--- config.mk ---
export PLATFORM = sky130hd
export DESIGN_NAME = counter_load_sink
export DESIGN_NICKNAME = d
export VERILOG_FILES = /design/src/rtl/counter_load_pkg.sv /design/src/rtl/counter_load_stage.sv /design/src/rtl/counter_load_sink.sv
export SDC_FILE = /design/constraint.sdc
export NUM_CORES = 1
export LEC_CHECK = 0
export ABC_AREA = 1
export CAP_MARGIN = 25
export CORE_MARGIN = 2
export CORE_UTILIZATION = 30
export DETAILED_ROUTE_END_ITERATION = 8
export SLEW_MARGIN = 10
export SYNTH_ARGS = -nofsm -noshare
export SYNTH_HDL_FRONTEND = slang
export SYNTH_SLANG_ARGS = --single-unit
--- constraint.sdc ---
create_clock -name clk -period 1.8 [get_ports clk]
set_clock_uncertainty 0.2 [all_clocks]
set_input_delay 0.36 -clock clk [delete_from_list [all_inputs] [get_ports clk]]
set_output_delay 0.36 -clock clk [all_outputs]
set_load 0.1 [all_outputs]
--- src/rtl/counter_load_pkg.sv ---
// Shared types for the counter load sink: write-request opcodes and FSM states.
package counter_load_pkg;

  typedef enum logic [1:0] {
    OP_DEPOSIT = 2'b00,
    OP_FORCE   = 2'b01,
    OP_RELEASE = 2'b10,
    OP_RSVD    = 2'b11
  } wr_op_e;

  typedef enum logic {
    ST_RUN    = 1'b0,
    ST_FORCED = 1'b1
  } state_e;

endpackage

--- src/rtl/counter_load_stage.sv ---
// Single-entry request staging: captures op/data on accept, holds pending for one
// cycle until the sink applies it, and back-pressures the requester meanwhile.
module counter_load_stage
  import counter_load_pkg::*;
#(
  parameter int WIDTH = 8
) (
  input  logic             clk,
  input  logic             rst_n,
  input  logic             wr_valid_i,
  input  logic [1:0]       wr_op_i,
  input  logic [WIDTH-1:0] wr_data_i,
  output logic             wr_ready_o,
  output logic             pending_o,
  output logic [1:0]       op_o,
  output logic [WIDTH-1:0] data_o
);

  logic             pend_q, pend_d;
  logic [1:0]       op_q, op_d;
  logic [WIDTH-1:0] data_q, data_d;
  logic             accept;

  assign accept = wr_valid_i && !pend_q;

  // A staged request is always applied on the very next edge, so pending
  // lasts exactly one cycle and can never coincide with a new accept.
  always_comb begin
    pend_d = accept;
    op_d   = op_q;
    data_d = data_q;
    if (accept) begin
      op_d   = wr_op_i;
      data_d = wr_data_i;
    end
  end

  always_ff @(posedge clk or negedge rst_n) begin
    if (!rst_n) begin
      pend_q <= 1'b0;
      op_q   <= OP_DEPOSIT;
      data_q <= '0;
    end else begin
      pend_q <= pend_d;
      op_q   <= op_d;
      data_q <= data_d;
    end
  end

  assign wr_ready_o = !pend_q;
  assign pending_o  = pend_q;
  assign op_o       = op_q;
  assign data_o     = data_q;

endmodule

--- src/rtl/counter_load_sink.sv ---
// Free-running counter with DEPOSIT/FORCE/RELEASE write port (RUN/FORCED FSM).
// Optional wr_err output enabled by defining COUNTER_LOAD_SINK_ERR_EN.
module counter_load_sink
  import counter_load_pkg::*;
#(
  parameter int               WIDTH   = 8,
  parameter logic [WIDTH-1:0] RST_VAL = '0
) (
  input  logic             clk,
  input  logic             rst_n,
  input  logic             cnt_en,
  input  logic             wr_valid,
  output logic             wr_ready,
  input  logic [1:0]       wr_op,
  input  logic [WIDTH-1:0] wr_data,
  output logic             wr_ack,
`ifdef COUNTER_LOAD_SINK_ERR_EN
  output logic             wr_err,
`endif
  output logic [WIDTH-1:0] counter_value,
  output logic             forced
);

  logic             pending;
  logic [1:0]       stg_op_raw;
  wr_op_e           stg_op;
  logic [WIDTH-1:0] stg_data;

  counter_load_stage #(.WIDTH(WIDTH)) u_stage (
    .clk        (clk),
    .rst_n      (rst_n),
    .wr_valid_i (wr_valid),
    .wr_op_i    (wr_op),
    .wr_data_i  (wr_data),
    .wr_ready_o (wr_ready),
    .pending_o  (pending),
    .op_o       (stg_op_raw),
    .data_o     (stg_data)
  );

  assign stg_op = wr_op_e'(stg_op_raw);

  state_e           state_q, state_d;
  logic [WIDTH-1:0] cnt_q, cnt_d;
  logic             ack_q, ack_d;
  logic             forced_q;
`ifdef COUNTER_LOAD_SINK_ERR_EN
  logic             err_q, err_d;
`endif

  // Requests with no effect (RELEASE in RUN, reserved op) leave normal
  // counting untouched; only a DEPOSIT in RUN or a FORCE overrides the count.
  always_comb begin
    state_d = state_q;
    cnt_d   = cnt_q;
    ack_d   = 1'b0;
`ifdef COUNTER_LOAD_SINK_ERR_EN
    err_d   = 1'b0;
`endif
    if (state_q == ST_RUN && cnt_en) cnt_d = cnt_q + WIDTH'(1);
    if (pending) begin
      ack_d = 1'b1;
      unique case (stg_op)
        OP_DEPOSIT: begin
          if (state_q == ST_RUN) cnt_d = stg_data;
`ifdef COUNTER_LOAD_SINK_ERR_EN
          else err_d = 1'b1;
`endif
        end
        OP_FORCE: begin
          cnt_d   = stg_data;
          state_d = ST_FORCED;
        end
        OP_RELEASE: begin
          if (state_q == ST_FORCED) state_d = ST_RUN;
        end
        OP_RSVD: begin
`ifdef COUNTER_LOAD_SINK_ERR_EN
          err_d = 1'b1;
`endif
        end
        default: ;
      endcase
    end
  end

  always_ff @(posedge clk or negedge rst_n) begin
    if (!rst_n) begin
      state_q  <= ST_RUN;
      cnt_q    <= RST_VAL;
      ack_q    <= 1'b0;
      forced_q <= 1'b0;
    end else begin
      state_q  <= state_d;
      cnt_q    <= cnt_d;
      ack_q    <= ack_d;
      forced_q <= (state_d == ST_FORCED);
    end
  end

`ifdef COUNTER_LOAD_SINK_ERR_EN
  always_ff @(posedge clk or negedge rst_n) begin
    if (!rst_n) err_q <= 1'b0;
    else        err_q <= err_d;
  end
  assign wr_err = err_q;
`endif

  assign counter_value = cnt_q;
  assign wr_ack        = ack_q;
  assign forced        = forced_q;

endmodule

==> run_results.csv, run 1 <==
group,metric,value,unit
global_routing,overflow,0,
sta,final_hold_viol_count,0,
clock_network,h-tree-depth,1,
run,cap_viol_max_count,0,
clock_network,cts_setup_buffers,0,
clock_network,numClockSinks,21,
clock_network,path_clk_slew,70,ps
route,drt-pass1-iter-count,4,
floorplan,ios,25,
clock_network,cts_buffers,3,
worst_setup_path,cp_slowest_cell,"dfrtp_1",
worst_setup_path,critPathLaunchType,"flip-flop",
floorplan,core,3630,um2
sta,rsz0062_at_grt,"no",
sta,finalCriticalPeriod,1600,ps
floorplan,dieWidth,65.2,um
worst_setup_path,worstReg2RegEnd,"counter_value[5]",
final_layout,antenna_cells,0,
placed_design,dp_hpwl,1710,um
route,vias,939,
clock_network,insertion_delay,260,ps
clock_network,cts_tree,"yes",
sta,finalSetupViolCount,0,
final_layout,fin_area,1580,um2
worst_setup_path,cp-end-kind,"flip-flop",
sta,clock.fmax,625,MHz
synthesis,netlist_top_cells_count,"nand2_1, dfrtp_1, inv_1",
placed_design,portBuffers,24,
synthesis,synth_most_common_cell,"nand2_1",
worst_setup_path,max_stage_delay,350,ps
synthesis,synth.avg_cell_area,8.31,um2
synthesis,synth.distinct_cells,23,
worst_setup_path,worstReg2RegStart,"u_stage.op_o[0]",
sta,worst_pin_slew,303,ps
floorplan,start_util,0.309,
global_routing,grt_first_pass_wirelength,4150,um
route,route.detailed.drc,0,
worst_setup_path,required,1800,ps
synthesis,synth_edf_count,0,
worst_setup_path,cp_data_arrival_time,1600,ps
synthesis,synth_area,1120,um2
floorplan,dieArea,4250,um2
route,drt_iter0_drc,40,
power_and_ir_drop,vdd_drop_max,0.423,mV
clock_network,cts_resized,0,
power_and_ir_drop,total_power,2.76,mW
global_routing,grt_max_degree,22,
floorplan,die_h,65.2,um
synthesis,netlist_instances,135,
sta,setup_ws,200,ps
synthesis,synth_area_leaders,"dfrtp_1, nand2_1, inv_1, o21ai_1, ha_1",
placed_design,place_ws,86.2,ps
route,drtAntennaViolNets,0,
synthesis,synthFlopType,"dfrtp_1",
route,avgRoutedWirePerCell,10.8,um
clock_network,clockBufferDepth,2,
synthesis,yosysSeqAreaShare,0.468,
synthesis,synth_top_area_cell,"dfrtp_1",
placed_design,gp_congestion,0.789,
global_routing,antenna_found_initial,0,
sta,finalSetupTns,0,ps
route,finalWirelength,2280,um
sta,hold_ws,241,ps
synthesis,synth-seq-cells,21,
synthesis,synth-async-reset-ratio,1.00,
final_layout,num-nets-final,181,
power_and_ir_drop,total_leakage_power,0.770,nW
final_layout,layout-drive-gt1-share,0.198,
placed_design,placed_area,1540,um2
floorplan,num_rows,22,
worst_setup_path,cpMostUsedCell,"nand2_1",
clock_network,clockRootBuffer,"clkbuf_8",
worst_setup_path,rr_worst_depth,6,
route,routed_via_density,4.47,
final_layout,syn2layout_area_growth,41.1,%
worst_setup_path,cp_max_fo,8,
worst_setup_path,r2r_slack,200,ps
global_routing,grt_usage,0.128,
sta,finalCritPeriodShare,0.889,
hold_path,hold_class,"in -> async",
synthesis,ys_warn_count,0,
clock_network,hold_buffers,0,
sta,slew_headroom,0.797,
sta,finalMaxSlewViolations,0,
worst_setup_path,critPathKind,"reg -> reg",
global_routing,grt_pass1_vias,927,
power_and_ir_drop,powerDensity,1740,nW/um2
worst_setup_path,cp_cell_sequence,"inv_1, ha_1, o21ai_4, a21boi_2, nand2_1, nand2_1",
status,status,"completed",
synthesis,synth_top_area_frac,0.468,
synthesis,mappedNetlistNets,153,
worst max-delay path by stage:
| stage | start | slack [ps] | endpoint | depth (start not counted) |
|---|---|---|---|---|
| floorplan | counter_value[4] | -50 | counter_value[7] | 5 |
| global placement | cnt_en | 110 | counter_value[6] | 6 |
| detailed placement | cnt_en | 90 | counter_value[6] | 6 |
| CTS | u_stage.op_o[0] | 200 | counter_value[5] | 6 |
| global route | u_stage.op_o[1] | 110 | counter_value[5] | 6 |
| finish | u_stage.op_o[0] | 200 | counter_value[5] | 6 |
layout make-up:
class,count,area (um2)
fillers,383,2050
flip-flops and latches,21,532
well taps,48,60.1
clock buffers,4,45.0
repair buffers,26,365
inverters,23,86.3
multi-input cells,88,495
worst max-delay path: cells and delay by family, from the launching register on:
family / cells / cell delay (ps)
fa+ha+maj: 1 / 290
buf+inv: 1 / 70
simple gates: 2 / 120
compound gates: 2 / 510
flops: 1 / 350
per-layer routing:
layer / share of wire / vias to the layer above / global-route usage / wire length [um]
li1: - / 486 / - / -
met4: 0.025 / 0 / 0.0833 / 58
met1: 0.47 / 425 / 0.161 / 1070
met5: 0 / - / 0 / 0
met3: 0.040 / 6 / 0.0205 / 92
met2: 0.46 / 22 / 0.202 / 1050
through the flow:
step,utilization,instances
floorplan,-,135
global placement,0.424,206
detailed placement,0.424,206
CTS,0.436,210
global route,0.436,210
finish,0.436,210
state kept, by name, summed over array words and instances, names as in the netlist:
register and flops:
u_stage.pending_o 1, wr_ack 1, forced 1, u_stage.op_o 2, counter_value 8, u_stage.data_o 8
cell families after synthesis:
family                   synth area share
flip-flops                          0.468
buffers and inverters              0.0903
XOR/XNOR                           0.0156
AND/OR/NAND/NOR                     0.227
AO/OA/AOI/OAI                       0.154
adder cells (fa/ha/maj)            0.0446
cells in the final DEF (no fill, tap or decap), drive strengths merged:
master         synthesis  routed
a21boi                 1       1
a21oi                  2       2
a31oi                  1       1
buf                    3      13
clkbuf                 0       4
clkdlybuf4s50          0      13
dfrtp                 21      21
ha                     4       4
inv                   23      23
nand2                 44      44
nand3                  9       9
nor2                   3       3
o211ai                 1       1
o21ai                 13      13
o22ai                  8       8
xor2                   2       2
where the power goes:
group	switching (mW)	internal, mW	total [mW]	leakage (nW)
clock network	0.152	0.158	0.310	0.0228
registers	0.176	0.610	0.786	0.252
logic	1.09	0.576	1.67	0.495
Note: power is estimated with default switching activity, not from simulation.
==> inputs of run 2 (changes only) <==
REMOVE_ABC_BUFFERS = 1   (was default)
==> run_results.csv, run 2 (synthesis gave the netlist of run 1 again) <==
group,metric,value,unit
clock_network,cts_resized,0,
global_routing,grt_max_degree,22,
final_layout,num-nets-final,181,
floorplan,start_util,0.309,
power_and_ir_drop,powerDensity,1750,nW/um2
final_layout,mostFrequentLayoutCell,"nand2_1",
sta,finalMaxSlewViolations,0,
sta,rsz0062_at_grt,"no",
route,drt_iter0_drc,57,
global_routing,grt_usage,0.132,
power_and_ir_drop,total_power,2.76,mW
clock_network,insertion_delay,260,ps
hold_path,hold_class,"in -> async",
final_layout,syn2layout_area_growth,40.6,%
final_layout,antenna_cells,0,
global_routing,antenna_found_initial,0,
final_layout,layout-drive-gt1-share,0.167,
worst_setup_path,cp_data_arrival_time,1600,ps
sta,finalSetupViolCount,0,
worst_setup_path,worstReg2RegStart,"u_stage.op_o[0]",
worst_setup_path,crit_path_start,"u_stage.op_o[0]",
clock_network,clockBufferDepth,2,
worst_setup_path,crit_family,"compound AO/OA/AOI/OAI gates",
final_layout,fin_area,1580,um2
clock_network,cts_tree,"yes",
sta,clock.fmax,624,MHz
route,finalWirelength,2360,um
worst_setup_path,cpMostUsedCell,"nand2_1",
route,routed_via_density,4.59,
placed_design,dp_hpwl,1810,um
final_layout,final.fill_count,375,
sta,slew_headroom,0.793,
placed_design,dp_cells,206,
route,avgRoutedWirePerCell,11.2,um
worst_setup_path,cp_slowest_cell,"dfrtp_1",
worst_setup_path,max_stage_delay,360,ps
final_layout,final_cell_count_no_fill,210,
worst_setup_path,critPathKind,"reg -> reg",
sta,final_hold_viol_count,0,
clock_network,hold_buffers,0,
floorplan,num_rows,22,
global_routing,overflow,0,
status,status,"completed",
route,drt-pass1-iter-count,4,
global_routing,grt_pass1_vias,1022,
placed_design,placed_area,1530,um2
clock_network,cts_buffers,3,
worst_setup_path,cp_cell_sequence,"inv_1, ha_1, o21ai_4, a21boi_2, nand2_1, nand2_1",
power_and_ir_drop,vdd_drop_max,0.403,mV
worst_setup_path,worst-path-buf-inv,1,
floorplan,dieWidth,65.2,um
route,drtAntennaViolNets,0,
worst_setup_path,r2r_slack,200,ps
floorplan,core,3630,um2
clock_network,numClockSinks,21,
global_routing,grt_first_pass_wirelength,4370,um
clock_network,h-tree-depth,1,
power_and_ir_drop,total_leakage_power,0.775,nW
worst_setup_path,cp-end-kind,"flip-flop",
final_layout,most-common-layout-cells,"nand2_1, dfrtp_1, inv_1, clkdlybuf4s50_1",
floorplan,ios,25,
worst_setup_path,cp_max_fo,8,
run,cap_viol_max_count,0,
sta,worst_pin_slew,310,ps
worst_setup_path,required,1800,ps
route,vias,963,
sta,finalCritPeriodShare,0.890,
clock_network,cts_setup_buffers,0,
placed_design,gp_congestion,0.901,
sta,finalCriticalPeriod,1600,ps
sta,hold_ws,249,ps
clock_network,path_clk_slew,70,ps
route,route.detailed.drc,0,
floorplan,die_h,65.2,um
worst_setup_path,critPathLaunchType,"flip-flop",
floorplan,dieArea,4250,um2
placed_design,portBuffers,24,
clock_network,clockRootBuffer,"clkbuf_8",
## run 2: area by class of cell
| cell class | count | area (um2) | area share |
|---|---|---|---|
| multi-input combinational | 88 | 495 | 0.314 |
| inverter | 23 | 86.3 | 0.0547 |
| sequential | 21 | 526 | 0.333 |
| tap | 48 | 60.1 | 0.0381 |
| clock buffer | 4 | 45.0 | 0.0285 |
| timing repair buffer | 26 | 365 | 0.232 |
## run 2: final timing paths
path                                      to  depth (start not counted)
max                         counter_value[5]                          6
min                         counter_value[1]                          2
max reg2reg                 counter_value[5]                          6
min reg2reg                u_stage.data_o[3]                          2
max in group asynchronous   counter_value[5]                          2
min in group clk           u_stage.data_o[3]                          2
## run 2: per-layer routing
| metal | share of wire | global-route usage | wire length (um) |
|---|---|---|---|
| met4 | 0.027 | 0.0755 | 63 |
| met1 | 0.43 | 0.163 | 1020 |
| met5 | 0 | 0 | 0 |
| met2 | 0.47 | 0.219 | 1120 |
| met3 | 0.065 | 0.0188 | 154 |
## run 2: through the flow
step           TNS [ps]  setup WS (ps)   util
2_1_floorplan     -1250           -234      -
3_3_place_gp          0            117  0.422
3_5_place_dp          0           97.9  0.422
4_1_cts               0            187  0.434
5_1_grt               0           70.8  0.434
6_report              0            198  0.434
## run 2: worst register-to-register path, cell delays in order (launching register included)
cell and delay, ps:
dfrtp_1 360, inv_1 80, ha_1 290, o21ai_4 280, a21boi_2 210, nand2_1 60
nand2_1 60
## run 2: report_power, final
part	internal [mW]	total (mW)	switching (mW)
clock	0.158	0.303	0.145
combinational	0.574	1.68	1.10
sequential	0.600	0.781	0.181
total	1.33	2.76	1.43
